$ cat src/rtl/led_seq_ctrl.sv
// led_seq_ctrl: sequencing controller for the 8-bit LED counter.
// Debounces the run/clear buttons, synchronizes the speed and direction
// switches, divides sys_clk down to step ticks and runs the
// IDLE/RUN/PAUSE/TURN state machine that strobes the counter.
// Optional build macro: LED_SEQ_BOUNCE_EN selects ping-pong mode. In that
// mode the counter reverses at 8'hFF / 8'h00 and sw_ud is ignored in RUN.
module led_seq_ctrl #(
  parameter int DEB_CYCLES = 2_000_000,
  parameter int SLOW_DIV   = 100_000_000,
  parameter int FAST_DIV   = 20_000_000
) (
  input  logic       sys_clk,
  input  logic       reset,
  input  logic       btn_run,
  input  logic       btn_clr,
  input  logic       sw_ud,
  input  logic       sw_sf,
  input  logic [7:0] cnt_val,
  output logic       cnt_en,
  output logic       cnt_dir,
  output logic       cnt_clr,
  output logic [1:0] state
);

  localparam int DEB_W = $clog2(DEB_CYCLES + 1);

  typedef enum logic [1:0] {
    IDLE  = 2'd0,
    RUN   = 2'd1,
    PAUSE = 2'd2,
    TURN  = 2'd3
  } state_t;

  state_t state_q, state_d;

  // Synchronizer stages, bit order {btn_run, btn_clr, sw_ud, sw_sf}
  logic [3:0] sync_p0, sync_p1;
  logic [1:0] btn_s;
  logic       ud_s, sf_s;

  // Debounce state per button, index 1 = run, 0 = clr
  logic [1:0][DEB_W-1:0] deb_cnt;
  logic [1:0]            deb_lvl, deb_prev, press;
  logic                  run_press, clr_press;

  logic [27:0] div_cnt, div_lim;
  logic        counting, wrap;

  logic turn_req, dir_new;
  logic dir_d, en_d, clr_d;

  // ---- stage p0/p1: two-flop synchronizers for every board input
  // Double-register the raw buttons and switches into sys_clk.
  always_ff @(posedge sys_clk) begin
    if (reset) begin
      sync_p0 <= '0;
      sync_p1 <= '0;
    end else begin
      sync_p0 <= {btn_run, btn_clr, sw_ud, sw_sf};
      sync_p1 <= sync_p0;
    end
  end

  assign btn_s = sync_p1[3:2];
  assign ud_s  = sync_p1[1];
  assign sf_s  = sync_p1[0];

  // ---- debounce: the level must differ for DEB_CYCLES straight cycles
  // Any return to the debounced level restarts the count; press is the
  // registered rising edge of the debounced level.
  always_ff @(posedge sys_clk) begin
    if (reset) begin
      deb_cnt  <= '0;
      deb_lvl  <= '0;
      deb_prev <= '0;
      press    <= '0;
    end else begin
      for (int i = 0; i < 2; i++) begin
        if (btn_s[i] == deb_lvl[i]) begin
          deb_cnt[i] <= '0;
        end else if (deb_cnt[i] == DEB_W'(DEB_CYCLES - 1)) begin
          deb_cnt[i] <= '0;
          deb_lvl[i] <= btn_s[i];
        end else begin
          deb_cnt[i] <= deb_cnt[i] + 1'b1;
        end
      end
      deb_prev <= deb_lvl;
      press    <= deb_lvl & ~deb_prev;
    end
  end

  assign run_press = press[1];
  assign clr_press = press[0];

  // ---- tick divider: only runs in RUN/TURN, registered wrap pulse
  assign counting = (state_q == RUN) || (state_q == TURN);
  assign div_lim  = sf_s ? 28'(FAST_DIV - 1) : 28'(SLOW_DIV - 1);

  // The >= compare lets a shortened limit wrap at once instead of
  // running past it and around the full 28-bit range.
  always_ff @(posedge sys_clk) begin
    if (reset || !counting) begin
      div_cnt <= '0;
      wrap    <= 1'b0;
    end else if (div_cnt >= div_lim) begin
      div_cnt <= '0;
      wrap    <= 1'b1;
    end else begin
      div_cnt <= div_cnt + 28'd1;
      wrap    <= 1'b0;
    end
  end

`ifdef LED_SEQ_BOUNCE_EN
  // Reverse when the step about to land reaches the end of the range.
  assign turn_req = cnt_en && ((cnt_dir && (cnt_val == 8'hFE)) ||
                               (!cnt_dir && (cnt_val == 8'h01)));
  assign dir_new  = ~cnt_dir;
`else
  assign turn_req = (ud_s != cnt_dir);
  assign dir_new  = ud_s;
  logic unused_cnt_val;
  assign unused_cnt_val = ^cnt_val;
`endif

  // ---- FSM: next state, direction and strobes; clear beats run
  always_comb begin
    state_d = state_q;
    dir_d   = cnt_dir;
    clr_d   = 1'b0;
    en_d    = (state_q == RUN) && wrap && !clr_press;
    if ((state_q == IDLE) || (state_q == PAUSE)) begin
      dir_d = ud_s;
    end
    if (clr_press) begin
      state_d = IDLE;
      clr_d   = 1'b1;
    end else begin
      case (state_q)
        IDLE:  if (run_press) state_d = RUN;
        RUN: begin
          if (run_press)     state_d = PAUSE;
          else if (turn_req) state_d = TURN;
        end
        PAUSE: if (run_press) state_d = RUN;
        TURN: begin
          // The wrap that ends TURN issues no step: one skipped period.
          if (run_press) begin
            state_d = PAUSE;
            dir_d   = dir_new;
          end else if (wrap) begin
            state_d = RUN;
            dir_d   = dir_new;
          end
        end
        default: state_d = IDLE;
      endcase
    end
  end

  // ---- output registers
  // State and counter strobes, all registered toward the counter.
  always_ff @(posedge sys_clk) begin
    if (reset) begin
      state_q <= IDLE;
      cnt_dir <= 1'b1;
      cnt_en  <= 1'b0;
      cnt_clr <= 1'b0;
    end else begin
      state_q <= state_d;
      cnt_dir <= dir_d;
      cnt_en  <= en_d;
      cnt_clr <= clr_d;
    end
  end

  assign state = state_q;

endmodule

$ cat config.mk
export PLATFORM = sky130hd
export DESIGN_NAME = led_seq_ctrl
export DESIGN_NICKNAME = d
export VERILOG_FILES = /design/src/rtl/led_seq_ctrl.sv
export SDC_FILE = /design/constraint.sdc
export NUM_CORES = 1
export LEC_CHECK = 0
export BUFFER_PORTS_ARGS = -buffer_cell sky130_fd_sc_hd__buf_4
export CAP_MARGIN = 5
export CORE_MARGIN = 8
export CORE_UTILIZATION = 30
export CTS_CLUSTER_DIAMETER = 30
export DETAILED_ROUTE_END_ITERATION = 8
export PLACE_DENSITY = 0.49
export SYNTH_ARGS = -nofsm -noshare
export SYNTH_HDL_FRONTEND = slang
export SYNTH_SLANG_ARGS = --single-unit
$ cat constraint.sdc
create_clock -name sys_clk -period 2.07 [get_ports sys_clk]
set_clock_uncertainty 0.1 [all_clocks]
set_input_delay 0.414 -clock sys_clk [delete_from_list [all_inputs] [get_ports sys_clk]]
set_output_delay 0.414 -clock sys_clk [all_outputs]
set_load 0.01 [all_outputs]
Word-level counts from Yosys, hierarchy flattened
Index checks and enable logic that the tools add are counted.
{ "word_totals": {"ff_bits": 90, "out_inout_bits": 5, "elab_cells": 63} }
{ "classes": {"reduce_logical": 16, "magnitude_cmp": 1, "bitwise": 4, "n_eq_ne": 11, "muxes": 14, "n_addsub": 3} }
{ "ops": {"columns": ["operator", "n"], "rows": [
  ["$add A21 B1 Y21 const B", 2],
  ["$eq A21 B21 Y1 const B", 2],
  ["$add A28 B1 Y28 const B", 1],
  ["$ge A28 B27 Y1", 1],
  ["$mux W27", 1],
  ["$mux W2", 5],
  ["$mux W1", 7],
  ["$ne A3 B3 Y1 const B", 2],
  ["$pmux W2 S3", 1],
  ["$reduce_or A2 Y1", 3],
  ["$reduce_or A3 Y1", 2],
  ["$eq A2 B2 Y1 const B", 2],
  ["$reduce_and A2 Y1", 2],
  ["$logic_or A1 B1 Y1", 3],
  ["$reduce_and A3 Y1", 1],
  ["$and A2 B2 Y2", 1],
  ["$eq A1 B1 Y1", 2],
  ["$eq A2 B1 Y1 const B", 1],
  ["$logic_and A1 B1 Y1", 2],
  ["$logic_not A1 Y1", 2],
  ["$logic_not A2 Y1", 1],
  ["$ne A2 B1 Y1 const B", 1],
  ["$not A1 Y1", 2],
  ["$not A2 Y2", 1],
  ["$ne A1 B1 Y1", 1]
]} }

Logic depth before layout (Yosys ltp)
{ "depth": {"ltp_word": 7, "ltp_mapped": 8, "mapped_depth_nobuf": 7} }

Least setup slack after synthesis
No wires, ideal clock.
{ "synth_path": {"path_kind": "register to register", "start": "register sync_p1[0]", "end": "register div_cnt[18]", "slack_ns": -0.055, "period_less_slack_ns": 2.125, "arrival_time_ns": 1.961, "required_ns": 1.906, "stages_incl_launch_ff": 9, "path_cell_list": "dfxtp_1 inv_1 ha_1 a2111oi_2 o21ai_1 a221oi_2 o211ai_4 buf_6 nor2_1"} }
{ "synth_between": {"elab_chain_len": 3} }
{ "synth_lines": {"columns": ["item", "line", "rtl"], "rows": [
  ["start, declared", "37", "logic [3:0] sync_p0, sync_p1;"],
  ["start signal, assigned", "60", "sync_p1 <= sync_p0;"],
  ["$mux W27", "98", "assign div_lim = sf_s ? 28'(FAST_DIV - 1) : 28'(SLOW_DIV - 1);"],
  ["$ge A28 B27 Y1", "106", "end else if (div_cnt >= div_lim) begin"],
  ["$reduce_or A2 Y1 (no source line)", null, null],
  ["end signal, assigned", "110", "div_cnt <= div_cnt + 28'd1;"],
  ["end, declared", "46", "logic [27:0] div_cnt, div_lim;"]
]} }
No other way between the ends.
A chain may end at the register's enable or synchronous reset.

Worst setup path after layout
{ "layout_path": {"start": "register sync_p1[0]", "end": "register div_cnt[10]"} }
The elaborated chain is that of the path after synthesis.

==> run metrics <==
Async S/R FF share, synth 0%; ordered list of cells on the worst path buf_6 > ha_4 > nand4_1 > or4b_4 > o211ai_4 > buf_6 > nor2_2; clock latency of the later-clocked register in the worst-skew pair 0.34 ns; clock buffers created by TritonCTS 9; WHS 0.190 ns; Final period util 102%; headroom to the max-slew limit 66.7%; total number of nets in the final design 496; average wire length per cell after detail routing 11.7 microns; Boundary Pins 19; core area 13,000 sq um; vias per inst 4.53; global-route congestion overflow total 0; Area growth syn-to-layout 24.7%; root buffer cell clkbuf_16; vias in the first global route 2,928; critical path endpoint category flop; final weighted congestion in routability-driven placement 0.714; number of sinks handled by clock tree synthesis 90; clock-pin slew on the worst setup and hold paths 0.06 ns; x dimension of the die 131 microns; fraction of final layout cells with drive strength greater than 1 19.8%; family of cells with the greatest summed delay on the critical path simple AND/OR/NAND/NOR gates; cell at the slowest stage of the critical path or4b_4; outcome complete, but fails checks; Placement Rows 42; total wire length after detailed routing 7640 microns; first-pass GRT wire length 13,400 microns; Data arrival, critical path 2.24 ns; total of buffers placed on input and output ports 10; largest net degree at the start of global routing 22; violations in the final reports negative setup slack; areal power density over the cells 692 nW/um^2; number of enable flip-flop cells after synthesis 0; cell with the most instances after synthesis dfxtp_1; layout filler cell count 1,357; DIE AREA 17,000 sq um; total DRC errors in the routed layout 0; Least-Margin Pin Slew 0.499 ns; antenna viol nets, final 0; maximum cell stage delay along the critical path 0.52 ns; synthesized netlist net count 452; max_cap viols 0; die boundary height 131 microns; Seq/Total Area, Yosys 45.8%; top-area cell type share of the netlist area 45.8%; Primary FF master, synth dfxtp_1; max-slew violation count 0; worst-case vdd ir drop 0.000367 V; synth top area cells dfxtp_1 (46%), xor2_1 (9.3%), nor2_1 (8.0%); Leak Pwr 0.00171 uW; type of the worst setup path flop to flop; leading post-synthesis cells by instance count dfxtp_1 (90), nor2_1 (84), xor2_1 (42); number of synthesized register bits 90; cell taking the most area after synthesis dfxtp_1; area of the multi-input gates 2190 sq um; number of warnings printed during yosys synthesis 0; reg-to-reg setup timing slack -0.04 ns; Initial Util 30.2%; initial DRC count 134; most common cell type on the critical path buf_6; First-pass DRT Iterations 7; Reg area 1810 sq um; unrepaired setup endpoints after global routing true; Bufs and invs on worst path 2; critical path launch point type flop; global router's overall resource usage 10.1%; clock tree from TritonCTS built; placement-stage worst setup slack -0.130 ns; number of hold violations in the final report 0; deepest level of the CTS H-tree 3; Unique masters post-synth 43; clk buf depth 2; antenna cells 0; antenna violations before repair 0; Setup Viol. Count Final 25; type of the worst min-delay path input port to flop; highest achievable clock rate 473 MHz; gate count after technology mapping 427; maximum fanout along the worst path 6; synthesized area 3940 sq um; via count 2,948; setup slack of the critical path after layout -0.0429 ns; post-route minimum period 2.11 ns; post-detail-place hpwl 5280 microns; number of hold-repair buffers added at the cts stage 0; post-synthesis average cell area 9.22 sq um; required time at the endpoint of the critical path 2.20 ns
-- worst reg2reg max path: stages, from the launching register on --
cell and delay [ns]:
dfxtp_4 0.37, buf_6 0.14, ha_4 0.25, nand4_1 0.10, or4b_4 0.52, o211ai_4 0.29, buf_6 0.19, nor2_2 0.04
-- kinds of logic after synthesis --
family | after synthesis | synth area share, %
AND/OR/NAND/NOR | 219 | 28.8
adder cells (fa/ha/maj) | 11 | 3.50
XOR/XNOR | 67 | 14.9
flip-flops | 90 | 45.8
buffers and inverters | 20 | 2.73
AO/OA/AOI/OAI | 18 | 3.81
multiplexers | 2 | 0.508
-- registers in the layout (all words and copies together), names as in the netlist --
name,cells
deb_prev,2
deb_cnt,42
cnt_en,1
cnt_clr,1
div_cnt,28
wrap,1
deb_lvl,2
cnt_dir,1
sync_p1,4
state,2
press,2
sync_p0,4
-- power breakdown --
group,total [uW],internal [uW],leakage (uW),switching [uW]
clock network,1590,958,0.000142,633
logic,56.0,29.2,0.000845,26.8
registers,1750,1740,0.000727,6.70
-- worst paths after layout --
check	from	cells after the start	endpoint
worst max-delay path	sync_p1[0]$_SDFF_PP0_	7	div_cnt[10]$_SDFF_PP0_
worst min-delay path	btn_clr	2	sync_p0[2]$_SDFF_PP0_
worst max register to register	sync_p1[0]$_SDFF_PP0_	7	div_cnt[10]$_SDFF_PP0_
worst min register to register	deb_prev[1]$_SDFF_PP0_	1	press[1]$_SDFF_PP0_
-- layout make-up --
class	count	area share, %
Clock buffer	12	5.02
Clock inverter	3	0.816
Inverter	11	0.892
Multi-Input combinational cell	317	44.6
Sequential cell	90	36.8
Tap cell	176	4.49
Timing Repair Buffer	42	7.39
-- metal layers --
layer  up-vias  global-route usage (%)  share of wire (%)
met4         0                    3.65                1.3
met3         7                    4.42                4.5
met5         -                       0                  0
li1       1535                       -                  -
met2        33                    16.0                 46
met1      1373                    11.8                 48
-- placed cells by master (no fill, tap or decap), drive strengths merged, types with 3 or more instances in the layout --
master  Yosys  routed
nor4        8       8
clkbuf      3      12
nand3      24      24
nor3       11      11
nor2       85      85
a21oi       3       3
buf         6      42
o21ai       5       5
nand2      26      26
nor2b      15      15
xor2       42      42
ha         11      11
inv        11      11
and2        3       3
nand4      20      20
dfxtp      90      90
and4        7       7
and3        8       8
xnor2      25      25
or3         3       3
-- stage by stage --
stage                     TNS (ns)  util [%]  cells  total power [uW]  instance area [sq um]
after detailed placement     -2.99      33.8    632              1840                   4400
after global routing         -2.70      37.7    651              3550                   4910
final                       -0.650      37.7    651              3390                   4910
after global placement       -2.91      33.8    632              1840                   4400
after floorplan                  0         -    427              1810                   3940
after CTS                   -0.829      37.3    651              3460                   4860
-- what timing repair did --
item | CTS | global route
resized for setup | 26 | 12
pin swaps | 27 | 4
setup endpoints to repair | 29 | 53
gates cloned | 1 | 0
buffers inserted | 3 | 0
hold endpoints to repair | 0 | 0
Note: power is estimated with default switching activity, not from simulation.
